--- src/rtl/serial_mag_cmp_pkg.sv ---
// rtl/serial_mag_cmp_pkg.sv - shared FSM states and width limits for the serial magnitude comparator
package serial_mag_cmp_pkg;

  typedef enum logic [1:0] {
    ST_IDLE = 2'd0,
    ST_RUN  = 2'd1,
    ST_DONE = 2'd2
  } state_t;

  localparam int WIDTH_DEFAULT = 8;
  localparam int WIDTH_MIN     = 2;
  localparam int WIDTH_MAX     = 64;

endpackage

--- src/rtl/serial_mag_cmp_bit_cmp.sv ---
// rtl/serial_mag_cmp_bit_cmp.sv - combinational single-bit magnitude compare
module bit_cmp (
  input  logic a_bit,
  input  logic b_bit,
  input  logic invert,
  output logic gt,
  output logic lt
);

  // invert swaps the sense of the sign bit in two's-complement compares
  assign gt = invert ? (~a_bit &  b_bit) : ( a_bit & ~b_bit);
  assign lt = invert ? ( a_bit & ~b_bit) : (~a_bit &  b_bit);

endmodule

--- src/rtl/serial_mag_cmp.sv ---
// rtl/serial_mag_cmp.sv - MSB-first bit-serial signed/unsigned magnitude comparator
module serial_mag_cmp
  import serial_mag_cmp_pkg::*;
#(
  parameter int WIDTH = WIDTH_DEFAULT
) (
  input  logic             clk,
  input  logic             reset_n,
  input  logic             start,
  input  logic             signed_mode,
  input  logic [WIDTH-1:0] a,
  input  logic [WIDTH-1:0] b,
  output logic             ready,
  output logic             done,
  output logic             gt,
  output logic             eq,
  output logic             lt
);

  localparam int               IDX_W   = $clog2(WIDTH);
  localparam logic [IDX_W-1:0] IDX_MSB = IDX_W'(WIDTH - 1);

  state_t           state;
  state_t           state_nxt;
  logic [WIDTH-1:0] a_q;
  logic [WIDTH-1:0] b_q;
  logic             signed_q;
  logic [IDX_W-1:0] idx;
  logic             bit_gt;
  logic             bit_lt;
  logic             differ;
  logic             at_msb;
  logic             at_lsb;

  assign at_msb = (idx == IDX_MSB);
  assign at_lsb = (idx == '0);
  assign differ = bit_gt | bit_lt;

  bit_cmp u_bit_cmp (
    .a_bit  (a_q[idx]),
    .b_bit  (b_q[idx]),
    .invert (signed_q & at_msb),
    .gt     (bit_gt),
    .lt     (bit_lt)
  );

  assign ready = (state == ST_IDLE);
  assign done  = (state == ST_DONE);

  always_comb begin
    state_nxt = state;
    unique case (state)
      ST_IDLE: if (start) state_nxt = ST_RUN;
      ST_RUN:  if (differ || at_lsb) state_nxt = ST_DONE;
      ST_DONE: state_nxt = ST_IDLE;
      default: state_nxt = ST_IDLE;
    endcase
  end

  always_ff @(posedge clk or negedge reset_n) begin
    if (!reset_n) state <= ST_IDLE;
    else          state <= state_nxt;
  end

  // Result flags only move on the RUN->DONE transition so they stay stable between compares
  always_ff @(posedge clk or negedge reset_n) begin
    if (!reset_n) begin
      a_q      <= '0;
      b_q      <= '0;
      signed_q <= 1'b0;
      idx      <= '0;
      gt       <= 1'b0;
      eq       <= 1'b0;
      lt       <= 1'b0;
    end else begin
      case (state)
        ST_IDLE: begin
          if (start) begin
            a_q      <= a;
            b_q      <= b;
            signed_q <= signed_mode;
            idx      <= IDX_MSB;
          end
        end
        ST_RUN: begin
          if (differ) begin
            gt <= bit_gt;
            lt <= bit_lt;
            eq <= 1'b0;
          end else if (at_lsb) begin
            gt <= 1'b0;
            lt <= 1'b0;
            eq <= 1'b1;
          end else begin
            idx <= idx - 1'b1;
          end
        end
        default: ;
      endcase
    end
  end

endmodule
--- config.mk ---
export PLATFORM = sky130hd
export DESIGN_NAME = serial_mag_cmp
export DESIGN_NICKNAME = d
export VERILOG_FILES = /design/src/rtl/serial_mag_cmp_pkg.sv /design/src/rtl/serial_mag_cmp_bit_cmp.sv /design/src/rtl/serial_mag_cmp.sv
export SDC_FILE = /design/constraint.sdc
export NUM_CORES = 1
export LEC_CHECK = 0
export CAP_MARGIN = 20
export CORE_MARGIN = 5
export CORE_UTILIZATION = 35
export CTS_CLUSTER_SIZE = 40
export DETAILED_ROUTE_END_ITERATION = 16
export SLEW_MARGIN = 20
export SYNTH_ARGS = -nofsm -noshare
export SYNTH_HDL_FRONTEND = slang
export SYNTH_SLANG_ARGS = --single-unit
--- constraint.sdc ---
create_clock -name clk -period 5.25 [get_ports clk]
set_input_delay 1.05 -clock clk [delete_from_list [all_inputs] [get_ports clk]]
set_output_delay 1.05 -clock clk [all_outputs]
set_load 0.02 [all_outputs]
==> results.toml, run 1 <==
[drt]
drt_wl_total_mm = 2.25
detail_route.iter0.violations = 34
via_count = 802
routed_wire_length_per_instance_um = 13.5
vias_per_cell = 4.83
drc = 0
drt_pass1_iterations = 4
ant_nets = 0

[power_and_ir_drop]
p_int_mw = 0.599
power.net_switching_mw = 0.326
cellLeakagePower_nw = 0.729
vdd_drop_max_mv = 0.238
power_frac_clock_pct = 12.3
swShare_pct = 35.3
p_seq_share_pct = 38.7
power_density_nw_per_um2 = 579
p_comb_share_pct = 49.0

[sta]
skew_ns = 0.00130
max_clock_freq_ghz = 0.391
rsz0062_at_grt = "false"
setup_viol = 0
fin_crit_sh_pct = 48.8
tightest_slew_ns = 0.559
final-max-slew-violation-count = 0
setup-tns-final_ns = 0
timing.final.crit_period_ns = 2.56
slew_headroom_pct = 62.8
finalHoldViolations = 0
hold_ws_ns = 0.499

[global_route]
grt_pass1_wl_mm = 4.03
globalRoute.totalOverflow = 0
grt.total_usage_pct = 9.89
grt_max_degree = 26
antenna_found_initial = 0
vias_in_the_first_global_route = 861

[worst_setup_path]
setup.reg_to_reg.worst_slack_ns = 2.85
worstSetupStartpoint = "state[0]$_DFFE_PN0P_"
worst_ep_arrival_ns = 1.51
critical_path.reg2reg.endpoint = "idx[0]$_DFFE_PN0P_"
endpoint_kind = "output port"
req_time_crit_path_ns = 4.20
worst-path-max-fanout = 8
timing.critical_path.to = "ready"
worstReg2RegStart = "idx[0]$_DFFE_PN0P_"
cp-start-kind = "flop"
worst-setup-path-type = "flop to output port"
r2r_cell_count = 7

[floorplanning]
num_io_pins = 25
initial_core_util_pct = 35.8
rows = 22
die_height_um = 71.0
floorplan_die_area_um2 = 5040
core_um2 = 3630
die_width_um = 71.0

[clocking]
worst_setup_hold_path_clk_slew_ns = 0.09
clock_insertion_delay_worst_skew_ns = 0.27
tritoncts = "done"
post_cts_buffers = 0
quantity_of_hold_fixing_buffers_added_after_cts = 0
post_cts.resized_instances = 0
cts_inserted_buffers = 3
clock_sink_count = 25
root_buffer_selected_by_cts = "clkbuf_8"
cts.htree.levels = 1
clk_path_buf_depth = 2

[layout]
area_growth_synth_to_finish_pct = 22.7
fin_nets = 144
share_of_post_route_cells_with_drive_strength_above_1_pct = 21.2
n_antenna_cell = 0

[synth]
yosys_warnings = 0
synthesis.area_per_instance_um2 = 13.7
synthesis.area_um2 = 1300
netlist_instances = 95
postSynthNetCount = 120
synth_sequential_area_ratio_pct = 48.0
post_synth_num_cell_types = 23
ys_ff_latch = 25

[placed_design]
dpl.hpwl_mm = 1.67
final_weighted_congestion_in_routability_driven_placement = 0.760
io_buffer_count = 24

[status]
status = "complete, no violations"

[run]
timing.max_cap.violations = 0

[min_path]
hold_path.class = "flop to flop"
synth_stat cells:
cell,n,area share (%)
nor2_1,9,2.6
dfrtp_1,25,48
nand4b_1,3,2.0
nor2b_1,1,0.48
mux2i_1,5,3.8
ha_1,5,4.8
o22a_1,1,0.67
nand3_1,1,0.38
o21ai_0,3,1.2
mux2_2,7,6.1
nor2_2,1,0.48
and3_1,1,0.48
buf_4,1,0.58
a21oi_1,5,1.9
mux2_4,10,12
buf_6,3,2.6
and2_1,1,0.48
mux4_1,4,8.1
buf_2,1,0.38
nand2b_1,2,0.96
inv_1,4,1.2
and2_4,1,0.67
a21oi_2,1,0.67
worst min path at each step:
stage | endpoint | from | depth (start not counted) | slack [ns]
after global routing | a_q[5]$_DFFE_PN0P_ | a_q[5]$_DFFE_PN0P_ | 1 | 0.52
after CTS | eq$_DFFE_PN0P_ | eq$_DFFE_PN0P_ | 1 | 0.50
after global placement | eq$_DFFE_PN0P_ | eq$_DFFE_PN0P_ | 1 | 0.47
after floorplan | b_q[1]$_DFFE_PN0P_ | b_q[1]$_DFFE_PN0P_ | 1 | 0.47
after detailed placement | eq$_DFFE_PN0P_ | eq$_DFFE_PN0P_ | 1 | 0.48
final | eq$_DFFE_PN0P_ | eq$_DFFE_PN0P_ | 1 | 0.50
per-layer routing:
layer	part of all wire (%)	vias up	wire [um]	GRT usage (%)
met2	48	25	1090	16.0
met5	0	-	0	0
met3	7.3	2	164	4.55
li1	-	383	-	-
met4	0.22	0	5	0.626
met1	44	392	991	12.8
power by group through the flow:
| stage | clock [mW] | combinational (mW) | sequential, mW |
|---|---|---|---|
| CTS | 0.118 | 0.459 | 0.360 |
| global route | 0.124 | 0.510 | 0.375 |
| detailed placement | 0 | 0.456 | 0.364 |
| finish | 0.113 | 0.453 | 0.358 |
| floorplan | 0 | 0.392 | 0.332 |
| global placement | 0 | 0.447 | 0.359 |
stage by stage:
stage	worst slack (ns)	area [um^2]	instances	total power, mW	util, %
floorplan	3.18	1300	95	0.724	-
global placement	2.87	1560	162	0.806	42.8
detailed placement	2.81	1560	162	0.820	42.8
CTS	2.68	1600	166	0.936	44.1
global route	2.62	1600	166	1.01	44.0
finish	2.69	1600	166	0.925	44.0
registers in the layout (all words and copies together) (netlist names):
register / flops
gt: 1
eq: 1
b_q: 8
signed_q: 1
lt: 1
state: 2
idx: 3
a_q: 8
cell usage in the layout, fill, tap and decap left out:
| master | instances |
|---|---|
| a21oi_1 | 5 |
| a21oi_2 | 1 |
| and2_1 | 1 |
| and2_4 | 1 |
| and3_1 | 1 |
| buf_2 | 1 |
| clkbuf_8 | 3 |
| clkdlybuf4s50_1 | 23 |
| clkinv_2 | 1 |
| dfrtp_1 | 25 |
| ha_1 | 5 |
| inv_1 | 4 |
| mux2_2 | 7 |
| mux2_4 | 10 |
| mux2i_1 | 5 |
| mux4_1 | 4 |
| nand2b_1 | 2 |
| nand3_1 | 1 |
| nand4b_1 | 3 |
| nor2_1 | 9 |
| nor2_2 | 1 |
| nor2b_1 | 1 |
| o21ai_0 | 3 |
| o22a_1 | 1 |
cell type report:
type | instances | area, um^2
inverters | 4 | 15.0
clock inverters | 1 | 5.00
multi-input cells | 61 | 616
well taps | 48 | 60.1
flip-flops and latches | 25 | 626
clock buffers | 3 | 41.3
repair buffers | 24 | 235
fillers | 351 | 2040
worst max-delay path, cell delays in order, from the launching register on:
cell and delay [ns]:
dfrtp_1 0.49, nor2_2 0.14, clkdlybuf4s50_1 0.61
logic make-up after synthesis:
group / after synthesis / synth area share, %
DFF: 25 / 48.0
adders and majority gates: 5 / 4.80
and+or+nand+nor: 20 / 8.55
muxes: 26 / 29.5
AOI/OAI and AO/OA: 10 / 4.42
buffers and inverters: 9 / 4.71
No activity file was read; power rests on OpenSTA's default activity.
==> run 2, diff against run 1 <==
Clock period 5.25 ns to 2.2 ns, I/O delays scaled along.
==> run 2 against run 1 <==
Sequential power grew 140%. Via count rose by 0.75%. Power increased to 2.7 times the previous value. Global-route usage rose by 0.28 points. Sequential cell count unchanged. Combinational power increased to 2.9 times the previous value. Hold slack got worse by 0.00053 ns. Critical path depth grew 4. Largest cell class is now multi-input combinational cells. Largest power group unchanged. Highest routed layer unchanged.
==> results.toml, run 2 (synthesis results as in run 1) <==
[worst_setup_path]
req_time_crit_path_ns = 2.34
endpoint_kind = "flop"
cp_num_buf_inv = 0
worst_path_largest_cell_delay_ns = 0.62
cp_num_cells = 6
path_cells = "mux4_1 > mux2i_4 > ha_4 > and2_1 > o21ai_0 > a21oi_1"
worst_path_max_delay_cell = "mux4_1"
setup.reg_to_reg.worst_slack_ns = 0.14
worstReg2RegStart = "idx[0]$_DFFE_PN0P_"
worst-setup-path-type = "flop to flop"
worst-path-max-fanout = 7
cp-start-kind = "flop"
critical_path.reg2reg.endpoint = "idx[0]$_DFFE_PN0P_"
timing.critical_path.max_delay_family = "multiplexers"
worst_ep_arrival_ns = 2.20
r2r_cell_count = 6

[floorplanning]
rows = 22
core_um2 = 3630
initial_core_util_pct = 35.8
floorplan_die_area_um2 = 5040
num_io_pins = 25
die_width_um = 71.0
die_height_um = 71.0

[sta]
max_clock_freq_ghz = 0.485
setup_viol = 0
tightest_slew_ns = 0.330
finalHoldViolations = 0
final-max-slew-violation-count = 0
fin_crit_sh_pct = 93.7
slew_headroom_pct = 78.0
rsz0062_at_grt = "false"
timing.final.crit_period_ns = 2.06
setup-tns-final_ns = 0
skew_ns = 0.00191

[power_and_ir_drop]
report.power.total_mw = 2.46
power_frac_clock_pct = 10.9
power.net_switching_mw = 0.852
vdd_drop_max_mv = 0.554
p_int_mw = 1.60
p_seq_share_pct = 35.2
cellLeakagePower_nw = 0.735
swShare_pct = 34.7
p_comb_share_pct = 53.9
power_density_nw_per_um2 = 1470

[clocking]
worst_setup_hold_path_clk_slew_ns = 0.08
clock_sink_count = 25
cts.htree.levels = 1
clk_path_buf_depth = 2
clock_insertion_delay_worst_skew_ns = 0.26
tritoncts = "done"
root_buffer_selected_by_cts = "clkbuf_8"
cts_inserted_buffers = 3

[placed_design]
placed_cells_incl_taps = 164
final_weighted_congestion_in_routability_driven_placement = 0.755
dpl.hpwl_mm = 1.72
io_buffer_count = 24

[drt]
drt_wl_total_mm = 2.35
via_count = 808
ant_nets = 0
drt_pass1_iterations = 4
vias_per_cell = 4.70
drc = 0
routed_wire_length_per_instance_um = 13.7
detail_route.iter0.violations = 23

[min_path]
whs_path_depth = 1
min_from = "eq$_DFFE_PN0P_"
hold_path.class = "flop to flop"
min_to = "eq$_DFFE_PN0P_"

[layout]
commonest_cells_after_routing_fill_and_taps_aside = "dfrtp_1 (24), clkdlybuf4s50_1 (24), mux2_4 (10), nor2_1 (9), mux2_2 (7)"
final_cell_count_no_fill = 172
final_core_utilization_pct = 45.9
area_growth_synth_to_finish_pct = 28.1
n_antenna_cell = 0
largest_registers_ranked_by_flip_flop_count = "a_q: 8 flops, b_q: 8 flops, idx: 3 flops"
fin_nets = 150
share_of_post_route_cells_with_drive_strength_above_1_pct = 28.2

[global_route]
grt_max_degree = 26
grt.total_usage_pct = 10.2
vias_in_the_first_global_route = 858
antenna_found_initial = 0
grt_pass1_wl_mm = 4.11
globalRoute.totalOverflow = 0

[status]
status = "complete, no violations"

[run]
timing.max_cap.violations = 0
[run 2: worst max path at each step]
| stage | from | to | slack [ns] |
|---|---|---|---|
| 6_report | idx[0]$_DFFE_PN0P_ | idx[0]$_DFFE_PN0P_ | 0.14 |
| 4_1_cts | idx[0]$_DFFE_PN0P_ | idx[0]$_DFFE_PN0P_ | 0.02 |
| 3_3_place_gp | idx[0]$_DFFE_PN0P_ | idx[0]$_DFFE_PN0P_ | -0.04 |
| 2_1_floorplan | idx[0]$_DFFE_PN0P_ | idx[0]$_DFFE_PN0P_ | 0.13 |
| 3_5_place_dp | idx[0]$_DFFE_PN0P_ | idx[0]$_DFFE_PN0P_ | -0.17 |
| 5_1_grt | idx[0]$_DFFE_PN0P_ | idx[1]$_DFFE_PN0P_ | 0.02 |
[run 2: power by group through the flow]
stage	Combinational [mW]	Sequential, mW	Clock (mW)
6_report	1.32	0.864	0.267
5_1_grt	1.46	0.905	0.290
4_1_cts	1.18	0.864	0.276
3_5_place_dp	1.12	0.879	0
3_3_place_gp	1.08	0.864	0
2_1_floorplan	0.935	0.793	0
[run 2: final cells by class]
type                            count  area (um^2)
Fill cell                         371         1960
Multi-Input combinational cell     61          637
Sequential cell                    25          627
Timing Repair Buffer               30          285
Tap cell                           48         60.1
Clock buffer                        4         45.0
Inverter                            4         15.0
[run 2: timing repair]
item | CTS | global route
endpoints found under the setup margin | 6 | 6
buffers inserted | 2 | 2
hold buffers | 0 | 0
resized for setup | 2 | 6
[run 2: layer usage]
metal	global-route usage (%)	share of wire [%]	up-vias
met5	0	0	-
met4	3.13	1.1	0
met3	3.27	5.1	5
met2	16.7	48	19
met1	12.8	45	387
li1	-	-	397
[run 2: stage by stage]
stage	setup WS (ns)	hold WS [ns]	area (um^2)
6_report	0.138	0.498	1670
5_1_grt	0.0210	0.532	1670
4_1_cts	0.0179	0.505	1640
3_5_place_dp	-0.169	0.484	1570
3_3_place_gp	-0.0432	0.488	1570
2_1_floorplan	0.134	0.144	1300
